`src/rtl/mem_io_bridge.sv`:
```
// Memory/IO bridge behind the CPU byte bus: RAM pass-through, UART TX FIFO and RX pop,
// free-running cycle counter with coherent snapshot, and the program-stop drain handshake.
module mem_io_bridge #(
    parameter int TX_DEPTH_LOG = 4,
    parameter int FULL_MARGIN  = 2,
    parameter int RAM_AW       = 17
) (
    input  logic              clk_in,
    input  logic              rst_in,
    input  logic              rdy_in,
    input  logic [31:0]       cpu_a,
    input  logic [7:0]        cpu_dout,
    input  logic              cpu_wr,
    output logic [7:0]        cpu_din,
    output logic              io_buffer_full,
    output logic [RAM_AW-1:0] ram_a,
    output logic [7:0]        ram_wdata,
    output logic              ram_we,
    input  logic [7:0]        ram_rdata,
    output logic [7:0]        tx_data,
    output logic              tx_valid,
    input  logic              tx_ready,
    input  logic [7:0]        rx_data,
    input  logic              rx_valid,
    output logic              rx_pop,
    output logic              program_finish,
    output logic              tx_overflow
);
    localparam int DEPTH = 1 << TX_DEPTH_LOG;
    localparam int PW    = TX_DEPTH_LOG + 1;

    typedef enum logic [1:0] {ST_RUN, ST_DRAIN, ST_DONE} state_t;

    state_t        state_q, state_d;
    logic [3:0]    sel_q, sel_d;
    logic [31:0]   cnt_q, cnt_d;
    logic [31:0]   snap_q, snap_d;
    logic [7:0]    rx_byte_q, rx_byte_d;
    logic [PW-1:0] wptr_q, wptr_d, rptr_q, rptr_d;
    logic [7:0]    mem_q [DEPTH];
    logic [7:0]    mem_d [DEPTH];
    logic          io_full_q, io_full_d;
    logic          overflow_q, overflow_d;
    logic          finish_req_q, finish_req_d;

    logic          is_io, port_sel, cnt0_sel, cpu_rd;
    logic          push_req, push_ok, pop, fifo_full;
    logic [PW-1:0] count, count_nxt;
    logic          unused_addr;

    assign unused_addr = ^cpu_a[31:18];
    assign is_io       = (cpu_a[17:16] == 2'b11);
    assign port_sel    = is_io & (cpu_a[2:0] == 3'b000);
    assign cnt0_sel    = is_io & (cpu_a[2:0] == 3'b100);
    assign cpu_rd      = rdy_in & ~cpu_wr & ~rst_in;

    assign ram_a     = cpu_a[RAM_AW-1:0];
    assign ram_wdata = cpu_dout;
    assign ram_we    = cpu_wr & ~is_io & rdy_in & ~rst_in;
    assign rx_pop    = cpu_rd & port_sel & rx_valid;

    assign count     = wptr_q - rptr_q;
    assign fifo_full = (count == PW'(DEPTH));
    assign tx_valid  = (count != '0);
    assign tx_data   = mem_q[rptr_q[TX_DEPTH_LOG-1:0]];
    assign pop       = tx_valid & tx_ready;
    assign push_req  = cpu_wr & rdy_in & port_sel & (cpu_dout != 8'h00);
    // A pop in the same cycle frees the slot, so a push at full is still accepted.
    assign push_ok   = push_req & (~fifo_full | pop);

    assign io_buffer_full = io_full_q;
    assign tx_overflow    = overflow_q;
    assign program_finish = (state_q == ST_DONE);

    always_comb begin
        cpu_din = 8'h00;
        if (!sel_q[3]) begin
            cpu_din = ram_rdata;
        end else if (sel_q[2:0] == 3'b000) begin
            cpu_din = rx_byte_q;
        end else if (sel_q[2]) begin
            cpu_din = snap_q[{sel_q[1:0], 3'b000} +: 8];
        end
    end

    always_comb begin
        sel_d        = sel_q;
        snap_d       = snap_q;
        rx_byte_d    = rx_byte_q;
        cnt_d        = cnt_q + 32'd1;
        wptr_d       = wptr_q;
        rptr_d       = rptr_q;
        mem_d        = mem_q;
        overflow_d   = overflow_q;
        finish_req_d = finish_req_q;
        if (rdy_in) begin
            sel_d = {is_io, cpu_a[2:0]};
        end
        if (cpu_rd && cnt0_sel) begin
            snap_d = cnt_q;
        end
        if (cpu_rd && port_sel) begin
            rx_byte_d = rx_valid ? rx_data : 8'h00;
        end
        if (push_ok) begin
            mem_d[wptr_q[TX_DEPTH_LOG-1:0]] = cpu_dout;
            wptr_d = wptr_q + PW'(1);
        end
        if (pop) begin
            rptr_d = rptr_q + PW'(1);
        end
        if (push_req && !push_ok) begin
            overflow_d = 1'b1;
        end
        if (cpu_wr && rdy_in && cnt0_sel) begin
            finish_req_d = 1'b1;
        end
    end

    // Registered so the CPU sees it a cycle late; the margin covers that lag.
    assign count_nxt = wptr_d - rptr_d;
    assign io_full_d = (count_nxt >= PW'(DEPTH - FULL_MARGIN));

    always_comb begin
        state_d = state_q;
        case (state_q)
            ST_RUN:   if (finish_req_q) state_d = ST_DRAIN;
            ST_DRAIN: if (count == '0 && !push_ok) state_d = ST_DONE;
            ST_DONE:  state_d = ST_DONE;
            default:  state_d = ST_RUN;
        endcase
    end

    always_ff @(posedge clk_in) begin
        if (rst_in) begin
            state_q      <= ST_RUN;
            sel_q        <= '0;
            cnt_q        <= '0;
            snap_q       <= '0;
            rx_byte_q    <= '0;
            wptr_q       <= '0;
            rptr_q       <= '0;
            mem_q        <= '{default: '0};
            io_full_q    <= 1'b0;
            overflow_q   <= 1'b0;
            finish_req_q <= 1'b0;
        end else begin
            state_q      <= state_d;
            sel_q        <= sel_d;
            cnt_q        <= cnt_d;
            snap_q       <= snap_d;
            rx_byte_q    <= rx_byte_d;
            wptr_q       <= wptr_d;
            rptr_q       <= rptr_d;
            mem_q        <= mem_d;
            io_full_q    <= io_full_d;
            overflow_q   <= overflow_d;
            finish_req_q <= finish_req_d;
        end
    end
endmodule
```
`config.mk`:
```
export PLATFORM = sky130hd
export DESIGN_NAME = mem_io_bridge
export DESIGN_NICKNAME = d
export VERILOG_FILES = /design/src/rtl/mem_io_bridge.sv
export SDC_FILE = /design/constraint.sdc
export NUM_CORES = 1
export LEC_CHECK = 0
export ABC_CLOCK_PERIOD_IN_PS = 5700
export CAP_MARGIN = 15
export CORE_MARGIN = 2
export CORE_UTILIZATION = 55
export DETAILED_ROUTE_END_ITERATION = 10
export PLACE_DENSITY = 0.77
export REMOVE_ABC_BUFFERS = 1
export SYNTH_ARGS = -nofsm -noshare
export SYNTH_HDL_FRONTEND = slang
export SYNTH_SLANG_ARGS = --single-unit
```
`constraint.sdc`:
```
create_clock -name clk_in -period 5.7 [get_ports clk_in]
set_clock_uncertainty 0.05 [all_clocks]
set_input_delay 0.855 -clock clk_in [delete_from_list [all_inputs] [get_ports clk_in]]
set_output_delay 0.855 -clock clk_in [all_outputs]
set_load 0.1 [all_outputs]
```
==> results.md <==
- Post-Syn Instances: 1,066
- Total number of H-tree levels: 1
- Flop pwr share: 44.4%
- Post-route fraction of the period consumed by the critical path: between 80 and 90%
- ANT cells: 0
- Number of cells in the design after placement: 1,269
- Master cell of the clock root buffer: sky130_fd_sc_hd__clkbuf_16
- Total negative slack: 0 ns
- Clock tree from TritonCTS: done
- Start-to-end type of the worst setup path: flip-flop to output port
- Synthesis-to-layout area growth: 12.5%
- Die Height: 139 µm
- WP depth: 4
- Number of slew-limit violations in the final report: 0
- Per-cell via count in the routed design: around 5.7
- Launching instance or port of the critical path: rptr_q[0]
- Transition time of the tightest slew-check pin: ~1.1 ns
- Post-route DRC violation count: 0
- # Max-Cap Violations: 0
- HPWL after DPL: roughly 15 mm
- Critical register-to-register path startpoint: rptr_q[2]
- Setup-violating endpoint count in the final report: 0
- Pin count of the biggest net entering global routing: 92
- Internal portion of total power: 2.57 mW
- Critical Path Fanout Max: 22
- Number of top-level pins: roughly 110
- Post-layout total power: 3.54 mW
- Total routing usage reported by global routing: 22.7%
- Layout Nets: 1,145
- Chip Width: 139 µm
- First-pass GRT wire length: 36.7 mm
- Clk network pwr share: 40.5%
- TritonRoute pass-1 iters: 5
- Fraction of final layout cells sized beyond drive strength 1: 9.83%
- Number of antenna violations at the first check in global routing: 0
- Routed Wire Length: 22.1 mm
- Number of cells upsized or downsized after cts: 0
- Clock sink total: 219
- Yosys synthesis warning count: 0
- Number of different library cells in the post-synthesis netlist: between 40 and 50
- Fmax achieved: 213 MHz
- Critical path's top delay family: buffers and inverters
- Combinational fraction of design power: 15.1%
- RSZ-0062 raised after global routing: false
- P_sw: 966 µW
- Most common flop cell mapped by yosys: sky130_fd_sc_hd__dfxtp_1
- Vias in the first global route: 7,245
- Routed via count: between 7,000 and 8,000
- Part of the Yosys area used for sequential elements: between 40 and 50%
- Sequential Area: between 4000 and 5000 µm²
- Post-route antenna net violation count: 0
- Clock slew seen by the registers of the worst setup and hold paths: 0.07 ns
- Clk Latency, worst-skew pair: roughly 0.51 ns
- Headroom to the max-slew limit: 24.5%
- FP Rows: 49
- Clock buffers created by TritonCTS: 23
- Leakage power total: 3.88 nW
- Number of failing hold endpoints at the final stage: 0
- Routability congestion estimate: just under 0.8
- Cell chain of the critical path: buf_4, mux4_2, mux4_2, clkdlybuf4s50_1
- Layout Cells excl Fill: 1,307
- Critical Path Sink Type: output port
- Buffers plus inverters on the worst setup path: 2
- Crit path time final: 4.69 ns
- Effective utilization at floorplan: 56.1%
- Hold Path Cell Cnt: 2
- Worst IR Drop VDD: 0.275 mV
- CTS Hold Buffers Added: 0
- Multi-input logic area: 5100 µm²
- Slowest cell delay on critical path: between 0.9 and 1 ns
- Cell with the most instances on the worst path: sky130_fd_sc_hd__mux4_2
- Area of the mapped netlist: 10,100 µm²
- DRT iter0 DRCs: 487
- Die footprint: roughly 19,000 µm²
- Count of flip-flops with a built-in enable after synthesis: 0
- Signal arrival time at the worst endpoint: 3.79 ns
- CTS max path bufs: 3
- Nature of the critical path startpoint: flip-flop
- Number of setup buffers added after CTS: 0
- Register bit count reported by yosys: 219
- Required time reported for the critical path endpoint: 4.80 ns
- Area of the placeable core: 18,000 µm²
- Critical-path top delay cell: sky130_fd_sc_hd__clkdlybuf4s50_1
- Final routed wire length divided by cell count: 16.9 µm
- Path category of the worst min-delay check: flip-flop to flip-flop
- Async SR Flop Fraction: 0%
- Switch share: 27.3%
- Synth Area per Inst: 9.45 µm²
- Run status: complete, no violations
- Count of input and output buffers: 68
- Total overflow reported by the global router: 0
- FF-to-FF path depth: 17
- Worst Hold Launch: mem_q[41]
- Power density cells: 312 nW/µm²
- Fillers: roughly 1,500
-- synth_stat cells (3+ instances only) --
| cell type | number | area share (%) |
|---|---|---|
| sky130_fd_sc_hd__a21oi_1 | 88 | 4.4 |
| sky130_fd_sc_hd__a22oi_1 | 8 | 0.60 |
| sky130_fd_sc_hd__and2_1 | 4 | 0.25 |
| sky130_fd_sc_hd__and3_1 | 21 | 1.3 |
| sky130_fd_sc_hd__and4_1 | 3 | 0.26 |
| sky130_fd_sc_hd__buf_1 | 8 | 0.30 |
| sky130_fd_sc_hd__buf_2 | 9 | 0.45 |
| sky130_fd_sc_hd__buf_4 | 29 | 2.2 |
| sky130_fd_sc_hd__clkbuf_1 | 62 | 2.3 |
| sky130_fd_sc_hd__dfxtp_1 | 219 | 44 |
| sky130_fd_sc_hd__ha_1 | 17 | 2.1 |
| sky130_fd_sc_hd__inv_1 | 11 | 0.41 |
| sky130_fd_sc_hd__mux2i_1 | 102 | 10 |
| sky130_fd_sc_hd__mux4_2 | 48 | 11 |
| sky130_fd_sc_hd__nand2_1 | 154 | 5.7 |
| sky130_fd_sc_hd__nand3_1 | 26 | 1.3 |
| sky130_fd_sc_hd__nand4_1 | 7 | 0.43 |
| sky130_fd_sc_hd__nor2_1 | 153 | 5.7 |
| sky130_fd_sc_hd__nor2b_1 | 8 | 0.50 |
| sky130_fd_sc_hd__nor3_1 | 5 | 0.25 |
| sky130_fd_sc_hd__nor4_1 | 4 | 0.25 |
| sky130_fd_sc_hd__o21ai_0 | 6 | 0.30 |
| sky130_fd_sc_hd__or3_1 | 4 | 0.25 |
| sky130_fd_sc_hd__xnor2_1 | 20 | 1.7 |
| sky130_fd_sc_hd__xor2_1 | 25 | 2.2 |
-- power by group through the flow --
stage	Clock, mW	Combinational [mW]	Sequential, mW
after floorplan	0	0.298	1.65
after global placement	0	0.531	1.61
after detailed placement	0	0.537	1.61
after CTS	1.45	0.537	1.57
after global routing	1.51	0.568	1.58
final	1.43	0.534	1.57
-- cells in the final DEF (no fill, tap or decap), types with 5 or more instances in the layout --
cell                              count
sky130_fd_sc_hd__a21oi_1             88
sky130_fd_sc_hd__a22oi_1              8
sky130_fd_sc_hd__and3_1              21
sky130_fd_sc_hd__buf_4               16
sky130_fd_sc_hd__clkbuf_16           23
sky130_fd_sc_hd__clkdlybuf4s50_1     66
sky130_fd_sc_hd__dfxtp_1            218
sky130_fd_sc_hd__ha_1                17
sky130_fd_sc_hd__inv_1               11
sky130_fd_sc_hd__mux2i_1            102
sky130_fd_sc_hd__mux4_2              48
sky130_fd_sc_hd__nand2_1            154
sky130_fd_sc_hd__nand3_1             26
sky130_fd_sc_hd__nand4_1              7
sky130_fd_sc_hd__nor2_1             153
sky130_fd_sc_hd__nor2b_1              8
sky130_fd_sc_hd__nor3_1               5
sky130_fd_sc_hd__o21ai_0              6
sky130_fd_sc_hd__xnor2_1             20
sky130_fd_sc_hd__xor2_1              25
-- metal layers --
| metal | up-vias | global-route usage [%] | share of wire [%] |
|---|---|---|---|
| li1 | 3611 | - | - |
| met1 | 3558 | 30.8 | 44 |
| met3 | 46 | 4.54 | 5.9 |
| met4 | 0 | 6.96 | 2.2 |
| met5 | - | 1.00 | 0 |
| met2 | 196 | 37.0 | 48 |
-- state kept, by name, indices dropped and copies added, names as in the netlist, 2 cells and up --
| register | count |
|---|---|
| mem_q | 128 |
| cnt_q | 32 |
| snap_q | 32 |
| rx_byte_q | 8 |
| rptr_q | 5 |
| wptr_q | 5 |
| sel_q | 4 |
| state_q | 2 |
-- area by class of cell --
type                            count  share of cell area (%)
Multi-Input combinational cell    726                    45.1
Sequential cell                   219                    38.7
Timing Repair Buffer               83                    6.99
Clock buffer                       31                    5.70
Tap cell                          229                    2.53
Clock inverter                      7                   0.608
Inverter                           12                   0.398
-- cells by family (layout without fill, tap and decap cells) --
kind of cell	after synthesis	after routing	synth area share, %
XOR/XNOR	46	46	4.14
AO/OA/AOI/OAI	112	112	6.20
buffers and inverters	121	133	5.78
AND/OR/NAND/NOR	400	400	17.2
adder cells (fa/ha/maj)	18	18	2.31
multiplexers	150	150	20.9
flip-flops	219	219	43.5
-- tightest hold or removal path, cell delays in order, from the launching register on --
cell	delay, ns
sky130_fd_sc_hd__dfxtp_1	0.31
sky130_fd_sc_hd__nand2_1	0.05
sky130_fd_sc_hd__a21oi_1	0.05
-- worst paths after layout --
path | end | slack (ns)
max | tx_data[5] | 1.01
min | mem_q[41] | 0.40
min reg2reg | mem_q[41] | 0.40
max reg2reg | io_buffer_full | 1.17
-- through the flow --
| stage | utilization (%) | setup WS [ns] | hold WS [ns] | cell area, µm² |
|---|---|---|---|---|
| after global routing | 63.1 | 0.867 | 0.421 | 11300 |
| after CTS | 63.1 | 0.965 | 0.401 | 11300 |
| after floorplan | - | 0.464 | 0.373 | 9530 |
| after detailed placement | 59.1 | 1.20 | 0.392 | 10600 |
| after global placement | 59.1 | 1.25 | 0.384 | 10600 |
| final | 63.1 | 1.01 | 0.398 | 11300 |
No activity file was read; power rests on OpenSTA's default activity.
